[config.mk]
export PLATFORM = sky130hd
export DESIGN_NAME = fetch_align_flat
export DESIGN_NICKNAME = d
export VERILOG_FILES = /design/src/rtl/fetch_align_pkg.sv /design/src/rtl/fetch_align_if.sv /design/src/rtl/fetch_align_jal_cut_finder.sv /design/src/rtl/fetch_align.sv /design/src/flat_wrapper.sv
export SDC_FILE = /design/constraint.sdc
export NUM_CORES = 2
export LEC_CHECK = 0
export CAP_MARGIN = 20
export CORE_AREA = 4 4 405 407
export CTS_CLUSTER_SIZE = 20
export DETAILED_ROUTE_END_ITERATION = 7
export DIE_AREA = 0 0 409 411
export PLACE_DENSITY_LB_ADDON = 0.15
export SLEW_MARGIN = 20
export SYNTH_ARGS = -nofsm -noshare
export SYNTH_HDL_FRONTEND = slang
export SYNTH_HIERARCHICAL = 1
export SYNTH_SLANG_ARGS = --single-unit
[constraint.sdc]
create_clock -name clk -period 109.1 [get_ports clk]
set_input_delay 16.365 -clock clk [delete_from_list [all_inputs] [get_ports clk]]
set_output_delay 16.365 -clock clk [all_outputs]
set_load 0.01 [all_outputs]
[src/rtl/fetch_align_pkg.sv]
// Shared constants, state encoding and J-immediate decode for the fetch aligner.
package fetch_align_pkg;

    localparam int unsigned TABLESIZE  = 10;
    localparam int unsigned ISSUEWIDTH = 4;

    localparam logic [6:0]  JAL_OPCODE = 7'b1101111;
    localparam logic [31:0] NOP_INSTR  = 32'h0000_0013;
    localparam logic [7:0]  FLUSH_CUT  = 8'hFF;

    typedef enum logic [2:0] {
        StIdle,
        StReq,
        StWait,
        StLine,
        StOut,
        StFlush,
        StDrain
    } state_e;

    // Sign-extended J-type immediate (byte offset).
    function automatic logic [31:0] jal_imm(input logic [31:0] instr);
        return {{12{instr[31]}}, instr[19:12], instr[20], instr[30:21], 1'b0};
    endfunction

endpackage

[src/rtl/fetch_align_if.sv]
// Redirect, I-memory and output-beat signals of the fetch aligner.
interface fetch_align_if #(
    parameter int unsigned TABLESIZE = fetch_align_pkg::TABLESIZE
);
    logic                      i_redirect;
    logic [31:0]               i_redirectPC;
    logic                      o_memReq;
    logic [31:0]               o_memAddr;
    logic                      i_memValid;
    logic [32*TABLESIZE-1:0]   i_memData;
    logic [7:0]                i_room;
    logic                      o_valid;
    logic                      i_ready;
    logic [64*TABLESIZE-1:0]   o_alignedInstructionTable;
    logic [7:0]                o_cutPostion_8;

    // Aligner side.
    modport master (
        input  i_redirect, i_redirectPC, i_memValid, i_memData, i_room, i_ready,
        output o_memReq, o_memAddr, o_valid, o_alignedInstructionTable, o_cutPostion_8
    );

    // Memory / queue / redirect source side.
    modport slave (
        output i_redirect, i_redirectPC, i_memValid, i_memData, i_room, i_ready,
        input  o_memReq, o_memAddr, o_valid, o_alignedInstructionTable, o_cutPostion_8
    );
endinterface

[src/rtl/fetch_align_jal_cut_finder.sv]
// Finds the first JAL among the n valid words of a line and its jump target.
module jal_cut_finder
    import fetch_align_pkg::*;
#(
    parameter int unsigned TABLESIZE = fetch_align_pkg::TABLESIZE
) (
    input  logic [32*TABLESIZE-1:0] line_i,
    input  logic [31:0]             base_pc_i,
    input  logic [7:0]              n_i,
    output logic [7:0]              cut_o,
    output logic                    is_jal_o,
    output logic [31:0]             target_o
);

    // Scan high to low so the lowest-index JAL is the one that sticks.
    always_comb begin
        cut_o    = n_i - 8'd1;
        is_jal_o = 1'b0;
        target_o = '0;
        for (int k = TABLESIZE - 1; k >= 0; k--) begin
            if (8'(k) < n_i && line_i[32*k +: 7] == JAL_OPCODE) begin
                cut_o    = 8'(k);
                is_jal_o = 1'b1;
                target_o = base_pc_i + 32'(4 * k) + jal_imm(line_i[32*k +: 32]);
            end
        end
    end

endmodule

[src/rtl/fetch_align.sv]
// Fetches instruction lines, cuts them at the first JAL or at queue room, and emits
// PC-tagged instruction tables; redirects produce a flush beat.
module fetch_align
    import fetch_align_pkg::*;
#(
    parameter int unsigned TABLESIZE = fetch_align_pkg::TABLESIZE,
    parameter logic [31:0] RESET_PC  = 32'h0000_0000
) (
    input logic           clk,
    input logic           rst,
    fetch_align_if.master bus
);

    state_e                  state_q, state_d;
    logic [31:0]             pc_q, pc_d;
    logic [31:0]             next_pc_q, next_pc_d;
    logic                    discard_q, discard_d;
    logic [32*TABLESIZE-1:0] line_q, line_d;
    logic [64*TABLESIZE-1:0] table_q, table_d;
    logic [7:0]              cut_q, cut_d;

    logic [7:0]              n_c;
    logic [7:0]              cut_c;
    logic                    is_jal_c;
    logic [31:0]             target_c;
    logic [64*TABLESIZE-1:0] tbl_c;

    // Valid count is clamped to the table size.
    assign n_c = (bus.i_room > 8'(TABLESIZE)) ? 8'(TABLESIZE) : bus.i_room;

    jal_cut_finder #(
        .TABLESIZE (TABLESIZE)
    ) u_cut_finder (
        .line_i    (line_q),
        .base_pc_i (pc_q),
        .n_i       (n_c),
        .cut_o     (cut_c),
        .is_jal_o  (is_jal_c),
        .target_o  (target_c)
    );

    // Build the PC-tagged table; entries past the cut stay zero.
    always_comb begin
        tbl_c = '0;
        for (int k = 0; k < TABLESIZE; k++) begin
            if (8'(k) <= cut_c) begin
                tbl_c[64*k +: 64] = {pc_q + 32'(4 * k), line_q[32*k +: 32]};
            end
        end
    end

    // Next-state logic; a redirect overrides every other transition.
    always_comb begin
        state_d   = state_q;
        pc_d      = pc_q;
        next_pc_d = next_pc_q;
        discard_d = discard_q;
        line_d    = line_q;
        table_d   = table_q;
        cut_d     = cut_q;
        if (bus.i_redirect) begin
            state_d = StFlush;
            pc_d    = bus.i_redirectPC;
            table_d = '0;
            cut_d   = FLUSH_CUT;
            // A request issued from REQ is always still in flight; in WAIT/DRAIN a
            // same-cycle response is simply swallowed.
            if (state_q == StReq) begin
                discard_d = 1'b1;
            end else if (state_q == StWait || state_q == StDrain) begin
                discard_d = !bus.i_memValid;
            end
        end else begin
            case (state_q)
                StIdle: state_d = StReq;
                StReq:  state_d = StWait;
                StWait: begin
                    if (bus.i_memValid) begin
                        line_d  = bus.i_memData;
                        state_d = StLine;
                    end
                end
                StLine: begin
                    if (bus.i_room != 8'd0) begin
                        table_d   = tbl_c;
                        cut_d     = cut_c;
                        next_pc_d = is_jal_c ? target_c : pc_q + 32'({n_c, 2'b00});
                        state_d   = StOut;
                    end
                end
                StOut: begin
                    if (bus.i_ready) begin
                        pc_d    = next_pc_q;
                        state_d = StReq;
                    end
                end
                StFlush: begin
                    if (bus.i_ready) begin
                        state_d = discard_q ? StDrain : StReq;
                    end
                end
                StDrain: begin
                    if (bus.i_memValid) begin
                        discard_d = 1'b0;
                        state_d   = StReq;
                    end
                end
                default: state_d = StIdle;
            endcase
        end
    end

    // State and datapath registers.
    always_ff @(posedge clk or posedge rst) begin
        if (rst) begin
            state_q   <= StIdle;
            pc_q      <= RESET_PC;
            next_pc_q <= RESET_PC;
            discard_q <= 1'b0;
            line_q    <= '0;
            table_q   <= '0;
            cut_q     <= '0;
        end else begin
            state_q   <= state_d;
            pc_q      <= pc_d;
            next_pc_q <= next_pc_d;
            discard_q <= discard_d;
            line_q    <= line_d;
            table_q   <= table_d;
            cut_q     <= cut_d;
        end
    end

    assign bus.o_memReq                  = (state_q == StReq);
    assign bus.o_memAddr                 = pc_q;
    assign bus.o_valid                   = (state_q == StOut) || (state_q == StFlush);
    assign bus.o_alignedInstructionTable = table_q;
    assign bus.o_cutPostion_8            = cut_q;

endmodule

[src/flat_wrapper.sv]
// flat-port wrapper written by rule: the top's interface ports become plain ports
module fetch_align_flat import fetch_align_pkg::*;
#(
    parameter int unsigned TABLESIZE = fetch_align_pkg::TABLESIZE,
    parameter logic [31:0] RESET_PC  = 32'h0000_0000
)
  (clk, rst, bus_i_redirect, bus_i_redirectPC, bus_i_memValid, bus_i_memData, bus_i_room, bus_i_ready, bus_o_memReq, bus_o_memAddr, bus_o_valid, bus_o_alignedInstructionTable, bus_o_cutPostion_8);
  fetch_align_if #(.TABLESIZE(TABLESIZE)) bus_i ();
  input logic clk;
  input logic rst;
  input wire logic [$bits(bus_i.i_redirect)-1:0] bus_i_redirect;
  input wire logic [$bits(bus_i.i_redirectPC)-1:0] bus_i_redirectPC;
  input wire logic [$bits(bus_i.i_memValid)-1:0] bus_i_memValid;
  input wire logic [$bits(bus_i.i_memData)-1:0] bus_i_memData;
  input wire logic [$bits(bus_i.i_room)-1:0] bus_i_room;
  input wire logic [$bits(bus_i.i_ready)-1:0] bus_i_ready;
  output wire logic [$bits(bus_i.o_memReq)-1:0] bus_o_memReq;
  output wire logic [$bits(bus_i.o_memAddr)-1:0] bus_o_memAddr;
  output wire logic [$bits(bus_i.o_valid)-1:0] bus_o_valid;
  output wire logic [$bits(bus_i.o_alignedInstructionTable)-1:0] bus_o_alignedInstructionTable;
  output wire logic [$bits(bus_i.o_cutPostion_8)-1:0] bus_o_cutPostion_8;
  assign bus_i.i_redirect = bus_i_redirect;
  assign bus_i.i_redirectPC = bus_i_redirectPC;
  assign bus_i.i_memValid = bus_i_memValid;
  assign bus_i.i_memData = bus_i_memData;
  assign bus_i.i_room = bus_i_room;
  assign bus_i.i_ready = bus_i_ready;
  assign bus_o_memReq = bus_i.o_memReq;
  assign bus_o_memAddr = bus_i.o_memAddr;
  assign bus_o_valid = bus_i.o_valid;
  assign bus_o_alignedInstructionTable = bus_i.o_alignedInstructionTable;
  assign bus_o_cutPostion_8 = bus_i.o_cutPostion_8;
  fetch_align #(.TABLESIZE(TABLESIZE), .RESET_PC(RESET_PC)) u_core (.clk(clk), .rst(rst), .bus(bus_i));
endmodule
# Yosys cells after proc, flatten, opt, wreduce, memory -nomap -nowiden
# Cells that the tools add are included.
dict set report word_totals {
  output_inout_bits 682
  reg_bits 1036
  inputBits 365
}
dict set report op_classes {
  reduce_logical 27
  eq_ne 22
  magnitude_cmp 21
  n_bitwise 1
  n_addsub 21
  muxes 64
}
# cell count
set ops {}
lappend ops {{640-bit two-way mux} 3}
lappend ops {{64-bit two-way mux} 10}
lappend ops {{32-bit two-way mux} 14}
lappend ops {{32-bit adder} 10}
lappend ops {{32-bit by 5-bit adder with 32-bit output (second input constant)} 4}
lappend ops {{8-bit two-way mux} 14}
lappend ops {{7-bit == test (second input constant)} 10}
lappend ops {{32-bit by 4-bit adder with 32-bit output (second input constant)} 2}
lappend ops {{32-bit by 6-bit adder with 32-bit output (second input constant)} 2}
lappend ops {{32-bit by 10-bit adder with 32-bit output} 1}
lappend ops {{32-bit by 3-bit adder with 32-bit output (second input constant)} 1}
lappend ops {{3-bit by 8-bit less-or-equal comparator with 1-bit output (first input constant)} 4}
lappend ops {{3-bit by 8-bit less-than comparator with 1-bit output (first input constant)} 4}
lappend ops {{3-bit two-way mux} 7}
lappend ops {{3-bit one-hot mux with 7 select lines} 1}
lappend ops {{1-bit by 8-bit less-or-equal comparator with 1-bit output (first input constant)} 2}
lappend ops {{2-bit by 8-bit less-or-equal comparator with 1-bit output (first input constant)} 2}
lappend ops {{4-bit by 8-bit less-or-equal comparator with 1-bit output (first input constant)} 2}
lappend ops {{1-bit by 8-bit less-than comparator with 1-bit output (first input constant)} 2}
lappend ops {{2-bit by 8-bit less-than comparator with 1-bit output (first input constant)} 2}
lappend ops {{4-bit by 8-bit less-than comparator with 1-bit output (first input constant)} 2}
lappend ops {{1-bit two-way mux} 15}
lappend ops {{3-bit inequality test (second input constant)} 4}
lappend ops {{2-bit nonzero test} 6}
lappend ops {{other kinds (16)} 32}

# Depth between registers and ports, before layout
dict set report logic_depth {
  ltp_word 19
  mapped_depth 20
}

# Cells and area by module
# Netlist, hierarchy kept.
# module area_each_um2 cells_per_inst seq_area_each_um2 n_inst
set by_module_without_submodules {}
lappend by_module_without_submodules {fetch_align 42973.7 3475 25924.9 1}
lappend by_module_without_submodules {jal_cut_finder 20781.2 2799 0.0 1}

# Least setup slack after synthesis
# No wires, ideal clock.
dict set report synth_timing {
  path_type {input to register}
  startpoint {input port bus_i_room[6]}
  endpoint {register u_core.table_q[64] (netlist: u_core/bus.o_alignedInstructionTable[64])}
  setup_time_ns 0.066
  t_required_ns 109.034
  stages 17
  setup_slack_ns 87.841
  arrival_ns 21.192
  path_cell_list {or4_4 > nor3b_1 > inv_1 > ha_1 > nor4b_1 > a211o_1 > nor2_1 > clkbuf_1 > clkbuf_1 > a31oi_1 > a2111oi_0 > or2_1 > clkbuf_1 > nor2_1 > nor2_1 > clkbuf_1 > a22o_1}
}
dict set report synth_between {
  elab_chain_len 19
  elab_cells_between_ends 41
}
# element line_no
set synth_rtl {}
lappend synth_rtl {{start, declared} flat_wrapper.sv:15} ;# input wire logic [$bits(bus_i.i_room)-1:0] bus_i_room;
lappend synth_rtl {{8-bit by 4-bit greater-than comparator with 1-bit output *} fetch_align.sv:29} ;# assign n_c = (bus.i_room > 8'(TABLESIZE)) ? 8'(TABLESIZE) : bus.i_room;
lappend synth_rtl {{8-bit two-way mux *} fetch_align.sv:29}
lappend synth_rtl {{net u_core.n_c[0]} fetch_align.sv:22} ;# logic [7:0] n_c;
lappend synth_rtl {{4-bit by 8-bit less-than comparator with 1-bit output} fetch_align_jal_cut_finder.sv:21} ;# if (8'(k) < n_i && line_i[32*k +: 7] == JAL_OPCODE) begin
lappend synth_rtl {{1-bit logical AND} fetch_align_jal_cut_finder.sv:21}
lappend synth_rtl {{8-bit two-way mux (9 in series)} fetch_align_jal_cut_finder.sv:21}
lappend synth_rtl {{8-bit two-way mux *} fetch_align_jal_cut_finder.sv:21}
lappend synth_rtl {{net u_core.cut_c[3]} fetch_align.sv:23} ;# logic [7:0] cut_c;
lappend synth_rtl {{1-bit by 8-bit less-or-equal comparator with 1-bit output *} fetch_align.sv:46} ;# if (8'(k) <= cut_c) begin
lappend synth_rtl {{64-bit two-way mux *} fetch_align.sv:46}
lappend synth_rtl {{640-bit two-way mux *} fetch_align.sv:84} ;# if (bus.i_room != 8'd0) begin
lappend synth_rtl {{640-bit two-way mux *} fetch_align.sv:74} ;# case (state_q)
lappend synth_rtl {{640-bit two-way mux *} fetch_align.sv:61} ;# if (bus.i_redirect) begin
lappend synth_rtl {{end signal, assigned} fetch_align.sv:129} ;# table_q <= table_d;
lappend synth_rtl {{end, declared} fetch_align.sv:19} ;# logic [64*TABLESIZE-1:0] table_q, table_d;
# Mark *: on every way through the listed nets, which the timed path passes. The rest lies on a longest branch. The select of a mux whose other input is x is not followed.
# A chain may end at the register's enable or synchronous reset.

# Worst setup path after layout
dict set report layout_timing {
  startpoint {input port bus_i_room[6]}
  endpoint {register u_core.table_q[250] (netlist: u_core/bus.o_alignedInstructionTable[250])}
}
dict set report layout_between {
  elab_chain_len 19
  elab_cells_between_ends 41
}
# element line_no
set layout_rtl {}
lappend layout_rtl {{8-bit by 4-bit greater-than comparator with 1-bit output *} fetch_align.sv:29}
lappend layout_rtl {{8-bit two-way mux *} fetch_align.sv:29}
lappend layout_rtl {{net u_core.n_c[3]} fetch_align.sv:22}
lappend layout_rtl {{4-bit by 8-bit less-than comparator with 1-bit output} fetch_align_jal_cut_finder.sv:21}
lappend layout_rtl {{1-bit logical AND} fetch_align_jal_cut_finder.sv:21}
lappend layout_rtl {{8-bit two-way mux (9 in series)} fetch_align_jal_cut_finder.sv:21}
lappend layout_rtl {{8-bit two-way mux *} fetch_align_jal_cut_finder.sv:21}
lappend layout_rtl {{net u_core.cut_c[4]} fetch_align.sv:23}
lappend layout_rtl {{2-bit by 8-bit less-or-equal comparator with 1-bit output *} fetch_align.sv:46}
lappend layout_rtl {{64-bit two-way mux *} fetch_align.sv:46}
lappend layout_rtl {{640-bit two-way mux *} fetch_align.sv:84}
lappend layout_rtl {{640-bit two-way mux *} fetch_align.sv:74}
lappend layout_rtl {{640-bit two-way mux *} fetch_align.sv:61}
# Marked as above.

==> summary.txt <==
Worst setup path
  – CP Capture Point: u_core/bus.o_alignedInstructionTable[250]
  – Setup crit start: bus_i_room[6]
  – Critical path class: in2reg
  – Worst Path Required: 109.76 ns
  – Crit start category: primary input
  – Flop-to-flop setup slack: 102.93 ns
  – Arrival @ worst endpoint: 23.24 ns
  – CP Max Fanout: 38
  – Reg2reg end: u_core/next_pc_q[24]
  – Worst R2R Start: u_core/bus.o_memAddr[2]
  – Crit end category: flip-flop
  – R2r worst-path depth: 19

Drt
  – Routed WL: 292000 um
  – Routed vias/inst: just under 6
  – DR WL/cell: 30.7 um
  – DR iter-0 viols: 6304
  – DRC Markers: 0
  – ANT nets after route: 0
  – Via count: 56500
  – First-pass iteration count of the detailed router: 6

Yosys
  – Synth Register Bits: roughly 1000
  – Post-Syn Area per Cell: 10.2 sq um
  – Synth warn: 6
  – Synth Instances: 6274
  – Post-synth EDFFs: 0
  – Syn Std Cell Area: between 0.06 and 0.07 sq mm
  – Seq/Total Area, Yosys: 40.7%
  – Top area cells in the synthesized netlist: dfrtp_1 (41%), ha_1 (11%), mux2_2 (5.7%)
  – Main flop type after synthesis: dfrtp_1
  – Leading area contributor after synthesis: dfrtp_1
  – Yosys top cell area share: 40.7%
  – Synth async-reset ratio: between 90% and 100%
  – Distinct cells, synth: a little over 90

GRT
  – Total track usage: 33.4%
  – Pin count of the biggest net entering global routing: 199
  – Grt ovf: 0
  – First-pass GRT wire length: about 410000 um
  – Number of global-route vias before repair: approximately 55000
  – Initial antenna violation count: 29

Clocking
  – Setup bufs post-CTS: 0
  – Inserted Clock Buffers: 114
  – Root Driver: clkbuf_16
  – CTS tree: done
  – Clk Latency, worst-skew pair: approximately 0.8 ns
  – CTS H-Tree Depth: 3
  – Clock sink count: 1036
  – Post-CTS resize count: 0
  – Clock Path Buffers: 3
  – Cts hold-fix bufs: 0
  – Reg clk slew, reported paths: approximately 0.060 ns

Status
  – Status: completed

STA
  – Final hold viol count: 0
  – Crit path time final: 22.59 ns
  – Fmax: 44.3 MHz
  – Fin. max-slew vios: 0
  – Hold slack: 0.434 ns
  – Worst Tran Pin Value: 1.28 ns
  – Final Setup Violations: 0
  – Clock skew: roughly 0.11 ns
  – Rel. slew slack: 14.2%
  – RSZ-0062 raised after global routing: false
  – Final Cycle Share: between 20% and 30%
  – Final worst slack: 86.51 ns
  – Setup_tns: 0 ns

Floorplanning
  – Core ar.: 0.160 sq mm
  – Initial core utilization: 39.8%
  – Die width: 409 um
  – Die Height: roughly 400 um
  – Row cnt: 147
  – Num ports: 1047
  – DIE AREA: 0.168 sq mm

Placed design
  – Setup Slack @ Placement: around 86 ns
  – GPL Wtd Cong: 1.03
  – DP HPWL: 221000 um
  – PortBufs: around 1000
  – Inst Count DP: ~9300

Pwr
  – Peak supply drop: between 0.01 and 0.015 mV
  – P_leak: 36.2 nW
  – Pwr per Cell Area: between 20 and 25 mW/mm^2

Final layout
  – Layout cells sized above 1: 9.97%
  – Final #Nets: 8187
  – Post-synthesis to final-layout area growth: 26.3%
  – Non-Filler Instances: 9499

Job
  – Max_cap viols: 0

Min path
  – Type of the worst min-delay path: reg2reg
[placed cells by master, fill, tap and decap left out, types with 30 or more instances in the layout]
master	n
clkdlybuf4s50_1	1045
dfrtp_1	1006
nand2_1	588
ha_1	585
a22o_1	397
o21ai_0	336
mux2_2	323
nor2_1	313
a21oi_1	310
xnor2_1	305
xor2_1	210
o21ai_1	173
inv_1	127
nand3_1	116
clkbuf_16	114
a21o_1	108
buf_4	95
nor3_1	87
o211ai_1	58
o21a_1	57
a211oi_1	57
nand4_1	53
a31oi_1	47
mux2i_1	47
nand2b_1	45
o21bai_1	36
or3_1	34
a221oi_1	34
o221ai_1	32
o22ai_1	31
nor2b_1	30
dfrtp_2	30
[Yosys cell counts, types with 36 or more instances]
| cell | n |
|---|---|
| o211ai_1 | 58 |
| clkbuf_1 | 146 |
| o21ai_1 | 173 |
| nand3_1 | 116 |
| inv_1 | 128 |
| dfrtp_1 | 1036 |
| nor3_1 | 90 |
| buf_2 | 94 |
| nand2b_1 | 45 |
| a21oi_1 | 310 |
| a22o_1 | 397 |
| o21bai_1 | 36 |
| nand4_1 | 53 |
| o21ai_0 | 336 |
| a31oi_1 | 47 |
| o21a_1 | 57 |
| xnor2_1 | 305 |
| ha_1 | 585 |
| a21o_1 | 108 |
| mux2i_1 | 47 |
| a211oi_1 | 60 |
| xor2_1 | 210 |
| mux2_2 | 323 |
| buf_6 | 62 |
| nor2_1 | 320 |
| nand2_1 | 588 |
[power breakdown]
part           internal, W  total (W)  switching [W]
combinational     0.000286   0.000741       0.000455
sequential        0.000451   0.000535      0.0000836
clock             0.000260   0.000437       0.000177
[how the worst min path moves through the flow]
stage                                               from                                   endpoint  slack (ns)  cells after the start
2_1_floorplan                       u_core/next_pc_q[31]                       u_core/next_pc_q[31]        0.45                      2
3_3_place_gp                         u_core/next_pc_q[4]                        u_core/next_pc_q[4]        0.46                      2
3_5_place_dp   u_core/bus.o_alignedInstructionTable[439]  u_core/bus.o_alignedInstructionTable[439]        0.47                      2
4_1_cts                               u_core/line_q[106]  u_core/bus.o_alignedInstructionTable[202]        0.45                      1
5_1_grt                               u_core/line_q[106]  u_core/bus.o_alignedInstructionTable[202]        0.48                      1
6_report                              u_core/line_q[106]  u_core/bus.o_alignedInstructionTable[202]        0.43                      1
[worst max-delay path, cell delays in order]
cell	delay, ns
clkdlybuf4s50_1	0.41
or4_4	0.55
or2_2	0.44
nor2_1	0.72
nor2_1	0.21
o21ai_0	0.17
nand2_1	0.54
nand2_1	0.59
nor2_1	0.17
nand4_1	0.12
buf_4	0.42
nor2_1	0.13
or4_4	0.63
or2_1	0.38
nor2_1	0.33
nand2_1	0.14
nand2_1	0.67
o21ai_0	0.20
[through the flow]
| step | area (sq um) | utilization, % | total power (W) |
|---|---|---|---|
| 2_1_floorplan | 63800 | - | 0.000968 |
| 3_3_place_gp | 76100 | 47.5 | 0.00126 |
| 3_5_place_dp | 76100 | 47.5 | 0.00126 |
| 4_1_cts | 80400 | 50.2 | 0.00170 |
| 5_1_grt | 80500 | 50.2 | 0.00180 |
| 6_report | 80500 | 50.3 | 0.00171 |
[layer usage]
metal	global-route usage, %	routed length [um]	vias up
met5	0	60	-
met4	14.6	14200	10
met3	8.15	25500	501
met2	51.6	129000	2653
met1	44.6	122000	28300
li1	-	-	25000
[layout make-up]
class | count | area, sq um
Timing Repair Buffer | 1152 | 11400
Multi-Input combinational cell | 4792 | 35600
Tap cell | 2160 | 2700
Inverter | 130 | 495
Sequential cell | 1036 | 26000
Antenna cell | 17 | 42.5
Clock inverter | 58 | 1010
Fill cell | 14800 | 79700
Clock buffer | 154 | 3280
[sequential cells by signal, indices dropped and copies added, names as in the netlist]
name and flops:
u_core/bus.o_alignedInstructionTable 640, u_core/discard_q 1, u_core/bus.o_cutPostion_8 8, u_core/line_q 320
u_core/next_pc_q 32, u_core/bus.o_memAddr 32, u_core/state_q 3
[cell families (layout without fill, tap and decap cells)]
logic type / after synthesis / in the layout / synth area share [%]
compound gates: 1871 / 1871 / 20.0
simple gates: 1419 / 1419 / 10.2
flops: 1036 / 1036 / 40.7
fa+ha+maj: 596 / 596 / 11.8
xor+xnor: 515 / 515 / 7.07
buf+inv: 466 / 1494 / 3.80
mux: 370 / 370 / 6.44
other cells: 1 / 38 / 0.00588
Power figures use the tool's default switching activity.
